$ cat config.mk
export PLATFORM = sky130hd
export DESIGN_NAME = product_feeder
export DESIGN_NICKNAME = d
export VERILOG_FILES = /design/src/rtl/product_feeder_pkg.sv /design/src/rtl/product_feeder_weight_regfile.sv /design/src/rtl/product_feeder.sv
export SDC_FILE = /design/constraint.sdc
export NUM_CORES = 1
export LEC_CHECK = 0
export ABC_AREA = 1
export BUFFER_PORTS_ARGS = -buffer_cell sky130_fd_sc_hd__buf_2
export CAP_MARGIN = 20
export CORE_MARGIN = 3
export CORE_UTILIZATION = 52
export DETAILED_ROUTE_END_ITERATION = 10
export GPL_TIMING_DRIVEN = 0
export PLACE_DENSITY = 0.78
export REMOVE_ABC_BUFFERS = 1
export SLEW_MARGIN = 20
export SYNTH_ARGS = -nofsm -noshare
export SYNTH_HDL_FRONTEND = slang
export SYNTH_SLANG_ARGS = --single-unit
$ cat constraint.sdc
create_clock -name clk -period 5.3 [get_ports clk]
set_input_delay 1.06 -clock clk [delete_from_list [all_inputs] [get_ports clk]]
set_output_delay 1.06 -clock clk [all_outputs]
set_load 0.01 [all_outputs]
$ cat src/rtl/product_feeder_pkg.sv
// Shared constants, state encoding and the signed lane multiply used by the
// product feeder.
package product_feeder_pkg;

  localparam int N  = 8;
  localparam int DW = 8;
  localparam int PW = 2 * DW;
  localparam int IW = $clog2(N);

  typedef enum logic {
    COLLECT = 1'b0,
    HOLD    = 1'b1
  } state_t;

  // Full-precision signed DW x DW product. Operands are sign-extended to PW
  // first, so the low PW bits of the product are exact.
  function automatic logic signed [PW-1:0] mul_s(input logic signed [DW-1:0] a,
                                                 input logic signed [DW-1:0] b);
    logic signed [PW-1:0] ae;
    logic signed [PW-1:0] be;
    ae = {{DW{a[DW-1]}}, a};
    be = {{DW{b[DW-1]}}, b};
    return ae * be;
  endfunction

endpackage

$ cat src/rtl/product_feeder_weight_regfile.sv
// Per-lane weight storage: N x DW, one write port, one combinational read
// port. A read in the same cycle as a write to that lane returns the old
// value, since the new value only lands at the clock edge.
module product_feeder_weight_regfile
  import product_feeder_pkg::*;
(
  input  logic          clk,
  input  logic          rst_n,
  input  logic          we,
  input  logic [IW-1:0] waddr,
  input  logic [DW-1:0] wdata,
  input  logic [IW-1:0] raddr,
  output logic [DW-1:0] rdata
);

  logic [DW-1:0] mem_q [N];

  // Weight array: cleared on reset, written on strobe.
  always_ff @(posedge clk or negedge rst_n) begin
    if (!rst_n) begin
      for (int i = 0; i < N; i++) mem_q[i] <= '0;
    end else if (we) begin
      mem_q[waddr] <= wdata;
    end
  end

  assign rdata = mem_q[raddr];

endmodule

$ cat src/rtl/product_feeder.sv
// Product feeder: collects N serial signed activations, multiplies each by
// its lane weight through one shared multiplier, and presents the N products
// as one vector with a valid/ready handshake and a wrapping neuron index.
//
// state   | meaning
// --------+-----------------------------------------------------------
// COLLECT | accepting activations, cnt selects lane being written
// HOLD    | full vector presented on out_data, waiting for out_ready
module product_feeder
  import product_feeder_pkg::*;
(
  input  logic            clk,
  input  logic            rst_n,
  input  logic            w_we,
  input  logic [IW-1:0]   w_addr,
  input  logic [DW-1:0]   w_data,
  input  logic            flush,
  input  logic            in_valid,
  output logic            in_ready,
  input  logic [DW-1:0]   in_data,
  output logic            out_valid,
  input  logic            out_ready,
  output logic [N*PW-1:0] out_data,
  output logic [IW-1:0]   out_idx
);

  state_t               state_q, state_d;
  logic [IW-1:0]        cnt_q, cnt_d;
  logic [IW-1:0]        idx_q;
  logic [N-1:0][PW-1:0] prod_q;
  logic [DW-1:0]        w_rd;
  logic signed [PW-1:0] mult;
  logic                 accept;
  logic                 handshake;

  product_feeder_weight_regfile u_wrf (
    .clk   (clk),
    .rst_n (rst_n),
    .we    (w_we),
    .waddr (w_addr),
    .wdata (w_data),
    .raddr (cnt_q),
    .rdata (w_rd)
  );

  assign in_ready  = (state_q == COLLECT);
  assign out_valid = (state_q == HOLD);
  assign accept    = in_valid && in_ready && !flush;
  assign handshake = out_valid && out_ready;
  assign mult      = mul_s(in_data, w_rd);

  // Next-state and lane counter: flush only acts while collecting.
  always_comb begin
    state_d = state_q;
    cnt_d   = cnt_q;
    case (state_q)
      COLLECT: begin
        if (flush) begin
          cnt_d = '0;
        end else if (accept) begin
          if (cnt_q == IW'(N - 1)) begin
            cnt_d   = '0;
            state_d = HOLD;
          end else begin
            cnt_d = cnt_q + 1'b1;
          end
        end
      end
      HOLD: begin
        if (out_ready) state_d = COLLECT;
      end
      default: begin
        state_d = COLLECT;
        cnt_d   = '0;
      end
    endcase
  end

  // State and lane counter registers.
  always_ff @(posedge clk or negedge rst_n) begin
    if (!rst_n) begin
      state_q <= COLLECT;
      cnt_q   <= '0;
    end else begin
      state_q <= state_d;
      cnt_q   <= cnt_d;
    end
  end

  // Product bank: one lane written per accepted activation.
  always_ff @(posedge clk or negedge rst_n) begin
    if (!rst_n) begin
      prod_q <= '0;
    end else if (accept) begin
      prod_q[cnt_q] <= mult;
    end
  end

  // Neuron index advances once per delivered vector, wrapping naturally.
  always_ff @(posedge clk or negedge rst_n) begin
    if (!rst_n) begin
      idx_q <= '0;
    end else if (handshake) begin
      idx_q <= idx_q + 1'b1;
    end
  end

  assign out_data = prod_q;
  assign out_idx  = idx_q;

endmodule
# Word-level counts from Yosys, hierarchy flattened
# Cells that the tools add are included.
# classes
n_addsub,2
mul,1
n_lt_le_gt_ge,5
n_eq_ne,1
mux,17
n_bitwise,3
reduce_logical,8
# op_table
op,n
$bwmux W128,1
$bwmux W64,1
$demux W16 S3,1
$bmux W8 S3,1
$demux W8 S3,1
$mux W8,3
$mul A8 B8 Y16,1
$mux W16,1
$mux W3,3
$ge A4 B4 Y1 const B,2
$not A3 Y4,2
$add A3 B1 Y3 const B,2
$logic_and A1 B1 Y1,5
$lt A3 B4 Y1 const B,1
$lt A4 B1 Y1 const B,1
$mux W1,4
$eq A3 B3 Y1 const B,1
$ge A3 B1 Y1 const B,1
$pmux W1 S2,1
$reduce_and A2 Y1,1
$reduce_bool A2 Y1,1
$logic_not A1 Y1,1
$not A1 Y1,1
# totals
regBits,199
inputBits,25
out_inout_bits,133

# Logic depth before layout (Yosys ltp)
# logic_depth
depth_word,6
ltp_mapped,30

# By module
# A second synthesis with hierarchy kept.
# hier_totals
hier_cells,1350
area_unflattened_um2,11170.7
# modules_own_cells
module,n_inst,cells_per_inst,area_each_um2,seq_area_each_um2
product_feeder,1,911,7981.4,3378.2
product_feeder_weight_regfile,1,439,3189.3,1601.5

# Least setup slack after synthesis
# No wires, ideal clock.
# synth_timing
path_kind,input to register
startpoint,in in_data[7]
endpoint,"reg prod_q, in the netlist out_data[44]"
setup_ns,0.118
t_arrival_ns,4.952
required_time_ns,5.182
slack_ns,0.230
stages,18
n_path_buf,1
path_cell_list,inv_1 -> nor2_1 -> fa_1 -> inv_1 -> fa_1 -> inv_1 -> fa_1 -> inv_1 -> fa_1 -> inv_1 -> ha_1 -> a21o_1 -> nor2_1 -> nand2_1 -> or2_2 -> buf_2 -> nand3_1 -> nand2_1
# synth_between
elab_chain_len,2
# synth_lines
element,line_no,source
"start, declared",product_feeder.sv:20,"input logic [DW-1:0] in_data,"
$mul A8 B8 Y16,product_feeder_pkg.sv:23,return ae * be;
$bwmux W128,product_feeder.sv:95,prod_q[cnt_q] <= mult;
"end signal, assigned by index",product_feeder.sv:95,
"end, declared",product_feeder.sv:30,logic [N-1:0][PW-1:0] prod_q;
# Every way passes these cells.
# A chain may end at the register's enable or synchronous reset.

# Worst setup path in the final report
# layout_timing
startpoint,reg cnt_q[0]
endpoint,"reg prod_q, in the netlist out_data[95]"
# layout_between
elab_chain_len,6
elab_cells_between_ends,11
cone_classes,mul: 1; order compare: 2; mux: 6; bitwise: 1; reduce/logical: 1
# layout_lines
element,line_no,source
"start, declared",product_feeder.sv:28,"logic [IW-1:0] cnt_q, cnt_d;"
"start signal, assigned",product_feeder.sv:86,cnt_q <= cnt_d;
$not A3 Y4 (implied by the code),product_feeder_weight_regfile.sv:27,assign rdata = mem_q[raddr];
$bmux W8 S3,product_feeder_weight_regfile.sv:27,
$mux W8 (implied by the code) (2 in series),product_feeder_weight_regfile.sv:27,
$mul A8 B8 Y16,product_feeder_pkg.sv:23,
$bwmux W128 *,product_feeder.sv:95,
# Every way passes the cells marked *; elsewhere a longest branch is shown, timed or not. The select of a mux whose other input is x is not followed.

==> summary.txt <==
Global routing
  – Met2 Use GR: 42.19%
  – First-pass GRT wire length: 43.80 mm
  – Most Used Layer, Global Route: met2
  – Antenna violations before repair: 0
  – M3 GR Usage: 4.124%
  – Vias in the first global route: 8659
  – Met1 usage: 32.44%
  – GR Overflow Total: 0
  – Largest net degree at the start of global routing: 92
  – GRT Overall Usage: 24.76%

Clock tree
  – Sink Count: 199
  – Clock tree buffer depth: 2
  – Worst-path clk slew: 0.08 ns
  – CTS H-Tree Depth: 4
  – Clk_lat worst skew: 0.45 ns
  – CTS Buf Count: 17
  – Clk root buf: clkbuf_16
  – CTS tree: yes

STA
  – Final period util: 97.03%
  – Final hold vios: 0
  – Worst-case hold slack: 0.4707 ns
  – Worst setup margin: 0.1572 ns
  – Clock skew: 0.01570 ns
  – Minimum clock period: 5.143 ns
  – Fmax: 0.1944 GHz
  – Worst relative slew slack: 47.04%
  – Slew Limit Fails: 0
  – # setup viols final: 0
  – Unrepaired setup endpoints after global routing: yes
  – Worst slew pin tran: 0.7901 ns

Placement
  – Pre-CTS setup slack: -0.9394 ns
  – Placed Area: 0.01173 mm2
  – Post-placement cell count: 1636
  – Placer congestion estimate: 0.8621
  – DP Wirelength: 19.34 mm
  – I/O Buffers: 157

Layout
  – Share of cells above drive strength 1: 23.07%
  – NumNets Final: 1521
  – Syn-to-layout area delta: 18.26%
  – Post-route non-filler standard cell count: 1692
  – Final Cell Area: 0.01278 mm2
  – Core Util, Final: 62.94%
  – Antenna Cells: 0

Detailed routing
  – Average vias per placed instance: 5.291
  – ANT nets after route: 0
  – Initial DRC count: 704
  – DRC: 0
  – Routed len/inst: 16.35 um
  – 1st-pass router iterations: 5
  – Via count of the routed design: 8953
  – Drt total wl: 27.66 mm

Yosys
  – Commonest cells in the synthesized netlist: 400 x nand2_1, 199 x dfrtp_1, 141 x inv_1, 100 x o21ai_0, 72 x nor2_1
  – Yosys top cell by area: dfrtp_1
  – Synth area leaders: dfrtp_1 46%, nand2_1 14%, fa_1 10%
  – Ys async rst share: 100.0%
  – Synth Flop Type: dfrtp_1
  – Sequential area share after synthesis: 46.09%
  – EDFF count, synth: 0
  – Most frequent cell after synthesis: nand2_1
  – Yosys reg bits: 199
  – Synth Area per Inst: 8.713 um2
  – Top cell type's share of synthesized area: 46.09%
  – Post-Synthesis Cells: 1240
  – Synth cell types: 37
  – Synth warnings: 0
  – Synthesized cell area: 0.01080 mm2

Die
  – Std-Cell Rows: 52
  – Full die area: 0.02254 mm2
  – I/O pins: 158
  – Starting Density: 53.22%
  – Die height: 150.1 um
  – Die W: 150.1 um
  – Core ar.: 0.02030 mm2

Critical path
  – Critical Path Max Stage Delay: 0.54 ns
  – Req. time, crit path: 5.68 ns
  – CP startpoint kind: register
  – Slowest-stage cell, CP: fa_1
  – CP bufs+invs: 8
  – Crit path max-delay family: adder cells
  – Arr. time, crit path: 5.53 ns
  – Most used cell along the critical path: nand2_1
  – Crit-path max FO: 11
  – Crit Path Category: reg2reg
  – Crit. End Element: register

Power
  – Leakage: 6.866 nW
  – VDD IR max: 0.4605 mV
  – PwrDens: 624.8 mW/mm2

Job
  – Max_cap viols: 0

Min path
  – Worst min path class: reg2reg

Run status
  – Status: complete, no violations
[state kept, by name (all words and copies together), names as in the netlist]
| register | cells |
|---|---|
| cnt_q | 3 |
| out_data | 128 |
| out_idx | 3 |
| out_valid | 1 |
| u_wrf.mem_q | 64 |
[per-layer routing]
metal | vias to the layer above | wire length [um]
met5 | - | 0
met2 | 300 | 13960
met1 | 4386 | 11280
met3 | 45 | 1822
li1 | 4222 | -
met4 | 0 | 599
[per-stage QoR]
stage	total power, mW	setup TNS (ns)
2_1_floorplan	4.743	0
3_3_place_gp	5.824	-65.26
3_5_place_dp	5.916	-51.56
4_1_cts	7.518	0
5_1_grt	8.628	-1.251
6_report	7.984	0
[worst reg2reg max path: cells and delay by family (launching register included)]
kind | cells | cell delay (ns)
AND/OR/NAND/NOR | 12 | 1.08
adder cells (fa/ha/maj) | 5 | 2.40
AO/OA/AOI/OAI | 2 | 0.27
buffers and inverters | 8 | 0.87
flip-flops | 1 | 0.46
[cells by family after synthesis]
kind of cell	after synthesis	synth area share, %
adder cells (fa/ha/maj)	87	13.90
XOR/XNOR	7	0.5675
buffers and inverters	201	8.338
AO/OA/AOI/OAI	174	8.859
AND/OR/NAND/NOR	572	22.25
flip-flops	199	46.09
[power breakdown]
group | total, mW | internal (mW) | switching [mW]
Combinational | 4.52 | 1.70 | 2.83
Clock | 1.31 | 0.639 | 0.668
Sequential | 2.15 | 1.92 | 0.235
Total | 7.98 | 4.25 | 3.73
[repair_timing]
| item | in CTS | in global routing |
|---|---|---|
| hold buffers | 0 | 0 |
| buffers inserted | 14 | 10 |
| pin swaps | 9 | 11 |
| resized for setup | 29 | 45 |
| endpoints found under the setup margin | 80 | 72 |
[cells in the final DEF, fill, tap and decap left out, types with 5 or more instances in the layout]
cell type | synthesis | layout
o21ai_2 | 13 | 14
inv_1 | 141 | 137
buf_2 | 4 | 156
inv_6 | 0 | 5
inv_2 | 26 | 26
o21ai_0 | 100 | 98
nand2_2 | 1 | 13
a21oi_1 | 15 | 11
nor2_1 | 72 | 65
nor2_4 | 7 | 9
nand3_1 | 71 | 67
inv_8 | 0 | 5
buf_4 | 1 | 22
fa_1 | 55 | 54
o21ai_1 | 33 | 34
dfrtp_1 | 199 | 196
nand2_1 | 400 | 386
ha_1 | 32 | 26
a211oi_2 | 0 | 5
clkbuf_16 | 0 | 17
nor2_2 | 4 | 9
[final cells by class]
class	instances	area, um2
Clock buffer	17	425.4
Tap cell	270	337.8
Timing Repair Buffer	183	1039
Clock inverter	15	165.2
Multi-Input combinational cell	840	5179
Fill cell	1733	7522
Sequential cell	199	4986
Inverter	168	645.6
[path summary, 6_finish.rpt]
kind,startpoint,to,slack (ns),depth (start not counted)
worst max-delay path,cnt_q[0],out_data[95],0.16,27
worst max register to register,cnt_q[0],out_data[95],0.16,27
min in group asynchronous,rst_n,out_idx[2],0.50,1
worst min register to register,out_data[118],out_data[118],0.47,2
worst min-delay path,out_data[118],out_data[118],0.47,2
max in group asynchronous,rst_n,u_wrf.mem_q[53],3.68,3
Power figures use the tool's default switching activity.
